`src/rtl/word_matcher.sv`:
```
// Letter-by-letter matcher for the typing game: commits released keys against the target
// word, counts completed words and errors, ends the game at WORD_LIMIT. Option: ERROR_RESTART_EN.
module word_matcher #(
   parameter int unsigned LETTERS    = 4,
   parameter int unsigned CODE_W     = 5,
   parameter int unsigned WORD_LIMIT = 50,
   parameter int unsigned BKSP_CODE  = 27
) (
   input  logic                        clk,
   input  logic                        reset,
   input  logic                        start,
   input  logic [CODE_W-1:0]           keystroke,
   input  logic                        keyReleased,
   input  logic [LETTERS*CODE_W-1:0]   currentWord,
   output logic [2:0]                  charIndex,
   output logic                        wordComplete,
   output logic [10:0]                 totalWords,
   output logic [7:0]                  errorCount,
   output logic                        gameOver,
   output logic [1:0]                  state
);
   localparam int unsigned IDX_W   = 3;
   localparam int unsigned TOTAL_W = 11;
   localparam int unsigned ERR_W   = 8;
   localparam logic [TOTAL_W-1:0] TOTAL_MAX = '1;
   localparam logic [ERR_W-1:0]   ERR_MAX   = '1;

   typedef enum logic [1:0] {
      S_IDLE      = 2'b00,
      S_TYPING    = 2'b01,
      S_WORD_DONE = 2'b10,
      S_OVER      = 2'b11
   } state_t;

   state_t               state_q, state_d;
   logic                 rel_q;
   logic [CODE_W-1:0]    code_q;
   logic [IDX_W-1:0]     idx_d;
   logic                 done_d;
   logic [TOTAL_W-1:0]   total_d;
   logic [ERR_W-1:0]     err_d;
   logic                 over_d;
   logic                 commit;
   logic [CODE_W-1:0]    commit_code;
   logic [IDX_W-1:0]     word_len;
   logic [CODE_W-1:0]    expected;

   // Key commits on the release rising edge; fall back to last cycle's code if already cleared
   assign commit      = keyReleased & ~rel_q;
   assign commit_code = (keystroke != '0) ? keystroke : code_q;
   assign state       = state_q;

   // Number of leading nonzero letters; letter 0 sits in the top slice
   always_comb begin
      word_len = '0;
      for (int i = 0; i < int'(LETTERS); i++) begin
         if (currentWord[(int'(LETTERS) - 1 - i)*int'(CODE_W) +: CODE_W] != '0 &&
             word_len == IDX_W'(i))
            word_len = IDX_W'(i + 1);
      end
   end

   // Letter expected at the current index; zero past the end of the word
   always_comb begin
      expected = '0;
      for (int i = 0; i < int'(LETTERS); i++) begin
         if (charIndex == IDX_W'(i))
            expected = currentWord[(int'(LETTERS) - 1 - i)*int'(CODE_W) +: CODE_W];
      end
   end

   always_comb begin
      state_d = state_q;
      idx_d   = charIndex;
      done_d  = 1'b0;
      total_d = totalWords;
      err_d   = errorCount;
      over_d  = gameOver;
      unique case (state_q)
         S_IDLE: begin
            if (start) state_d = S_TYPING;
         end
         S_TYPING: begin
            if (start && commit && word_len != '0 && commit_code != '0) begin
               if (commit_code == CODE_W'(BKSP_CODE)) begin
                  if (charIndex != '0) idx_d = charIndex - 1'b1;
               end else if (commit_code == expected) begin
                  idx_d = charIndex + 1'b1;
                  if (idx_d == word_len) begin
                     state_d = S_WORD_DONE;
                     done_d  = 1'b1;
                     if (totalWords != TOTAL_MAX) total_d = totalWords + 1'b1;
                  end
               end else begin
                  if (errorCount != ERR_MAX) err_d = errorCount + 1'b1;
`ifdef ERROR_RESTART_EN
                  idx_d = '0;
`endif
               end
            end
         end
         S_WORD_DONE: begin
            idx_d = '0;
            if (32'(totalWords) == WORD_LIMIT) begin
               state_d = S_OVER;
               over_d  = 1'b1;
            end else begin
               state_d = S_TYPING;
            end
         end
         S_OVER: begin
            over_d = 1'b1;
         end
         default: state_d = S_IDLE;
      endcase
   end

   always_ff @(posedge clk) begin
      if (reset) begin
         state_q      <= S_IDLE;
         rel_q        <= 1'b1;
         code_q       <= '0;
         charIndex    <= '0;
         wordComplete <= 1'b0;
         totalWords   <= '0;
         errorCount   <= '0;
         gameOver     <= 1'b0;
      end else begin
         state_q      <= state_d;
         rel_q        <= keyReleased;
         code_q       <= keystroke;
         charIndex    <= idx_d;
         wordComplete <= done_d;
         totalWords   <= total_d;
         errorCount   <= err_d;
         gameOver     <= over_d;
      end
   end
endmodule

```
`config.mk`:
```
export PLATFORM = sky130hd
export DESIGN_NAME = word_matcher
export DESIGN_NICKNAME = d
export VERILOG_FILES = /design/src/rtl/word_matcher.sv
export SDC_FILE = /design/constraint.sdc
export NUM_CORES = 1
export LEC_CHECK = 0
export CAP_MARGIN = 20
export CORE_ASPECT_RATIO = 2
export CORE_MARGIN = 2
export CORE_UTILIZATION = 51
export CTS_BUF_LIST = sky130_fd_sc_hd__clkbuf_4 sky130_fd_sc_hd__clkbuf_8
export CTS_CLUSTER_DIAMETER = 150
export DETAILED_ROUTE_END_ITERATION = 10
export GPL_TIMING_DRIVEN = 1
export PLACE_DENSITY = 0.84
export SYNTH_ARGS = -nofsm -noshare
export SYNTH_HDL_FRONTEND = slang
export SYNTH_SLANG_ARGS = --single-unit
```
`constraint.sdc`:
```
create_clock -name clk -period 3.52 [get_ports clk]
set_input_delay 1.056 -clock clk [delete_from_list [all_inputs] [get_ports clk]]
set_output_delay 1.056 -clock clk [all_outputs]
set_load 0.02 [all_outputs]
```
* Yosys cells after proc, flatten, opt, wreduce, memory -nomap -nowiden *
Cells that the tools add are included.

storage, ports and cells
  input bits = 29
  word-level logic and storage cells = 90
  output and inout port bits = 26
  bits in registers = 32

cells by class
  reduce and logical (&&, ||, !) cells = 25
  bitwise gates (word level) = 6
  eq/ne operators = 23
  muxes and demuxes = 24
  add/sub/neg operators = 4

operator list
  cell                                                  number
  nonzero test 5 bit                                    6
  two-way mux 5 bit                                     5
  two-way mux 3 bit                                     6
  two-way mux 2 bit                                     7
  equality test 3 x 2 -> 1 bit, second input constant   4
  != test 2 bit, second input constant                  6
  AND reduction 6 bit                                   2
  adder 11 x 1 -> 11 bit, second input constant         1
  equality test 11 x 6 -> 1 bit, second input constant  1
  != test 11 bit, second input constant                 1
  nonzero test 3 bit                                    3
  adder 8 x 1 -> 8 bit, second input constant           1
  != test 8 bit, second input constant                  1
  logical AND 1 bit                                     6
  != test 3 bit, second input constant                  2
  one-hot mux 2 bit (3 select lines)                    1
  one-hot mux 3 bit (2 select lines)                    1
  equality test 5 bit                                   1
  equality test 5 bit, second input constant            1
  NOT 1 bit                                             5
  AND reduction 5 bit                                   1
  OR reduction 5 bit                                    1
  equality test 2 bit, second input constant            2
  AND reduction 4 bit                                   1
  13 further kinds                                      16

* Longest topological paths before layout *
  depth in word-level cells = 17
  depth in mapped cells = 13
  mapped depth without buffers = 10

* Least setup slack after synthesis *
Ideal clock, no wire load.

  path kind = input-to-reg
  start point = in keystroke[1]
  end point = reg totalWords[7]
  stages = 9
  setup slack = 182 ps
  data arrival time = 3,267 ps
  data required time = 3,450 ps
  buffers on the path = 1
  setup time = 70 ps
  cell sequence = nor3_2 -> a31oi_1 -> o21a_1 -> nor4b_2 -> nand4_2 -> or4b_1 -> buf_2 -> or4_1 -> a21oi_1

between the ends
  longest elaborated chain between the ends = 5
  elaborated cells on any way between the ends = 8
  those cells by class = eq/ne (2); mux (1); bitwise (1); reduce/logical (4)

ends and longest elaborated chain
  element                                                          RTL line  source
  from (decl)                                                      12        input logic [CODE_W-1:0] keystroke,
  nonzero test 5 bit                                               50        assign commit_code = (keystroke != '0) ? keystroke : code_q;
  two-way mux 5 bit *                                              50
  equality test 5 bit or nonzero test 5 bit (tied branches)        85, 84
  NOT 1 bit (no source line) or logical AND 1 bit (tied branches)  n/a
  AND reduction 6 bit (no source line) *                           n/a
  to (signal assigned)                                             134       totalWords <= total_d;
  to (decl)                                                        17        output logic [10:0] totalWords,

Mark *: on every way between the ends. The rest lies on a longest branch, timed or not.
A chain may end at the register's enable or synchronous reset.

* Final worst setup path *
  start point = in currentWord[19]
  end point = reg state_q[1], in the netlist state[1]

between the ends
  longest elaborated chain between the ends = 16
  elaborated cells on any way between the ends = 24
  those cells by class = eq/ne (8); mux (8); reduce/logical (8)

ends and longest elaborated chain
  element                                 RTL line  source
  from (decl)                             14        input logic [LETTERS*CODE_W-1:0] currentWord,
  nonzero test 5 bit                      57        if (currentWord[(int'(LETTERS) - 1 - i)*int'(CODE_W) +: CODE_W] != '0 &&
  two-way mux 1 bit                       57
  equality test 1 bit                     58        word_len == IDX_W'(i))
  logical AND 1 bit                       57
  two-way mux 2 bit                       57
  equality test 3 x 2 -> 1 bit            58
  logical AND 1 bit                       57
  two-way mux 3 bit                       57
  equality test 3 x 2 -> 1 bit            58
  logical AND 1 bit                       57
  two-way mux 3 bit                       57
  nonzero test 3 bit                      84        if (start && commit && word_len != '0 && commit_code != '0) begin
  logical AND 1 bit (2 in series)         84
  != test 2 bit (no source line)          n/a
  AND reduction 6 bit (no source line) *  n/a
  to (signal assigned)                    129       state_q <= state_d;
  to (decl)                               35        state_t state_q, state_d;

Marks and branches as above.

==> summary.txt <==
outcome: finished clean
Required @ worst endpoint: 3.73 ns
Ys Warns: 0
antenna violations before repair: 0
most frequent cells in the layout: 35 x buf_4, 32 x dfxtp_1, 30 x clkdlybuf4s50_1, 22 x nor2_1, 20 x a21oi_1
Final WS setup: 0.0517 ns
Design Area, Final: 3280 um^2
crit-path max FO: 3
final-report setup violation count: 0
drt wl/cell: 17.6 um
Net Count, Synth: 309
GRT Resource Usage Total: 28.6%
Clock transition at path regs: 0.07 ns
global route total overflow: 0
Initial Utilization: 52.2%
CP Capture Type: flip-flop
flop2flop setup slack: 0.12 ns
simple-gate area share of the yosys netlist: 32.1%
Max IR drop VDD: 0.330 mV
post-synthesis adder-cell area fraction: 8.29%
slew margin rel.: 75.3%
DRC errors left: 0
critical path arrival: 3.68 ns
DPL Wire Length: 4870 um
dpl cell area: 2920 um^2
Setup crit start kind: input pin
crit-path cells: dlygate4sd2_1 -> nand3b_4 -> a211oi_2 -> nor3_2 -> nor4b_2 -> nand4_2 -> buf_6 -> or3_1 -> or4_1 -> a31oi_1
clk_lat worst skew: 0.29 ns
Pre-antenna DRT Iters: 4
Placement Rows: 33
Yosys top cell area share: 30.3%
CTS buffer count: 5
XOR/XNOR share of the synthesized area: 3.73%
synth unique cells: 51
first-pass GRT wire length: 10,400 um
Post-synth EDFFs: 0
hold violation total from the final report: 0
DRT iter0 DRCs: 107
CTS tree: yes
worst slack at placement: -0.505 ns
Num Clock Sinks: 32
Slew Limit Fails: 0
WP buf/inv: 2
CP max stage delay: 0.55 ns
Synth Flop Type: dfxtp_1
minimum clock period: 3.47 ns
Pwr per Cell Area: 261 nW/um^2
core area: 4050 um^2
total wire length: 7160 um
Tot Pwr: 0.855 mW
delay-heaviest family, CP: simple AND/OR/NAND/NOR gates
commonest non-fill, non-tap cell in the layout: buf_4
CTS Root Cell: clkbuf_8
main combinational cell family by area after synthesis: simple AND/OR/NAND/NOR gates
Syn Std Cell Area: 2110 um^2
Compound-Gate Fraction of Synth Area: 19.8%
P&R area growth vs syn: 55.1%
Async SR Flop Fraction: 0%
Nets: 398
fill count: 251
number of global-route vias before repair: 2,428
Setup Skew: 0.00965 ns
Least-Margin Pin Slew: 0.366 ns
Die W: 49.5 um
Die H: 95.0 um
Detail Route Antenna Nets: 0
sequential area share after synthesis: 30.3%
vias after detailed routing: 2,446
layout cell share with drive strength beyond 1: 24.4%
post-layout util: 81.0%
Via-to-Cell Ratio: 6.00
# diodes: 0
io pins: 55
Period Utilization, post-route: 98.5%
Yosys reg bits: 32
synthesized area per cell: 7.94 um^2
Post-Synthesis Cells: 266
CTS Buffer Depth: 2
Leak Pwr: 1.34 nW
Max Clock Freq: 288 MHz
post-synthesis mux area share: 1.01%
die area: 4710 um^2
CTS H-tree lvls: 2
Min-Delay Path Class: flip-flop to flip-flop
placer's final routability congestion estimate: 0.880
synth top area cells: dfxtp_1 30%, ha_1 8.3%, a21oi_1 6.2%, or4_1 5.0%, nor2_1 4.8%
multi-input logic area: 1560 um^2
largest net degree at the start of global routing: 34
post-synth top area cell: dfxtp_1
max cap viols: 0
I/O Buffers: 54
register area: 641 um^2
slowest CP cell: or4_1
Setup CP Type: input pin to flip-flop
[metal layers]
metal / vias up / track usage (%) / routed length (um)
li1: 1163 / - / -
met1: 1160 / 24.2 / 2520
met2: 101 / 58.9 / 4070
met3: 22 / 4.39 / 292
met4: 0 / 18.3 / 281
met5: - / 0 / 0
[logic make-up after synthesis]
group / after synthesis
simple gates: 119
compound gates: 68
flops: 32
buf+inv: 22
fa+ha+maj: 14
xor+xnor: 9
mux: 2
[final cells by class]
type | count | area share (%)
clock inverter | 2 | 0.305
tap | 52 | 1.98
clock buffer | 6 | 2.52
multi-input combinational | 212 | 47.5
inverter | 12 | 1.37
sequential | 32 | 19.5
timing repair buffer | 92 | 26.8
[synth_stat cells, types with 4 or more instances]
master	n
ha_1	14
a21oi_1	26
and2_1	4
nand3_1	13
or4_1	14
o21ai_1	4
o21ai_0	11
nor2_1	27
nand2_1	16
a31oi_1	5
inv_1	12
or3_1	10
dfxtp_1	32
nor2b_1	5
xnor2_1	6
nor3_1	6
o31ai_1	7
clkbuf_1	5
[through the flow]
stage | hold slack, ns | TNS [ns] | instances
2_1_floorplan | 0.557 | 0 | 266
4_1_cts | 0.499 | -0.00630 | 405
3_5_place_dp | 0.487 | -6.11 | 396
6_report | 0.497 | 0 | 408
3_3_place_gp | 0.481 | -5.03 | 396
5_1_grt | 0.520 | -0.00489 | 408
[report_power, final]
part           leakage, nW  switching [mW]  internal [mW]
logic                 1.03          0.0928         0.0892
registers            0.260         0.00951          0.371
clock network       0.0510           0.137          0.156
total                 1.34           0.239          0.616
[path summary, 6_finish.rpt]
kind | from | to | depth (start not counted)
setup / recovery | currentWord[19] | state[1]$_SDFFE_PP0P_ | 10
hold / removal | totalWords[10]$_SDFFE_PP0P_ | totalWords[10]$_SDFFE_PP0P_ | 2
setup reg to reg | charIndex[0]$_SDFFE_PP0P_ | state[1]$_SDFFE_PP0P_ | 11
hold reg to reg | totalWords[10]$_SDFFE_PP0P_ | totalWords[10]$_SDFFE_PP0P_ | 2
[sequential cells by signal (all words and copies together), names as in the netlist]
name	count
totalWords	11
errorCount	8
code_q	5
charIndex	3
state	2
gameOver	1
rel_q	1
wordComplete	1
[tightest hold or removal path, delay by kind of cell (launching register included)]
kind                   cells  cell delay (ns)
AO/OA/AOI/OAI              1             0.05
buffers and inverters      1             0.07
flip-flops                 1             0.33
[repair_timing]
item / 4_1_cts / 5_1_grt
setup endpoints to repair: 11 / 13
hold endpoints to repair: 0 / 0
gates resized for setup: 27 / 43
pin swaps: 14 / 23
buffers inserted: 1 / 3
hold buffers: 0 / 0
No activity file was read; power rests on OpenSTA's default activity.
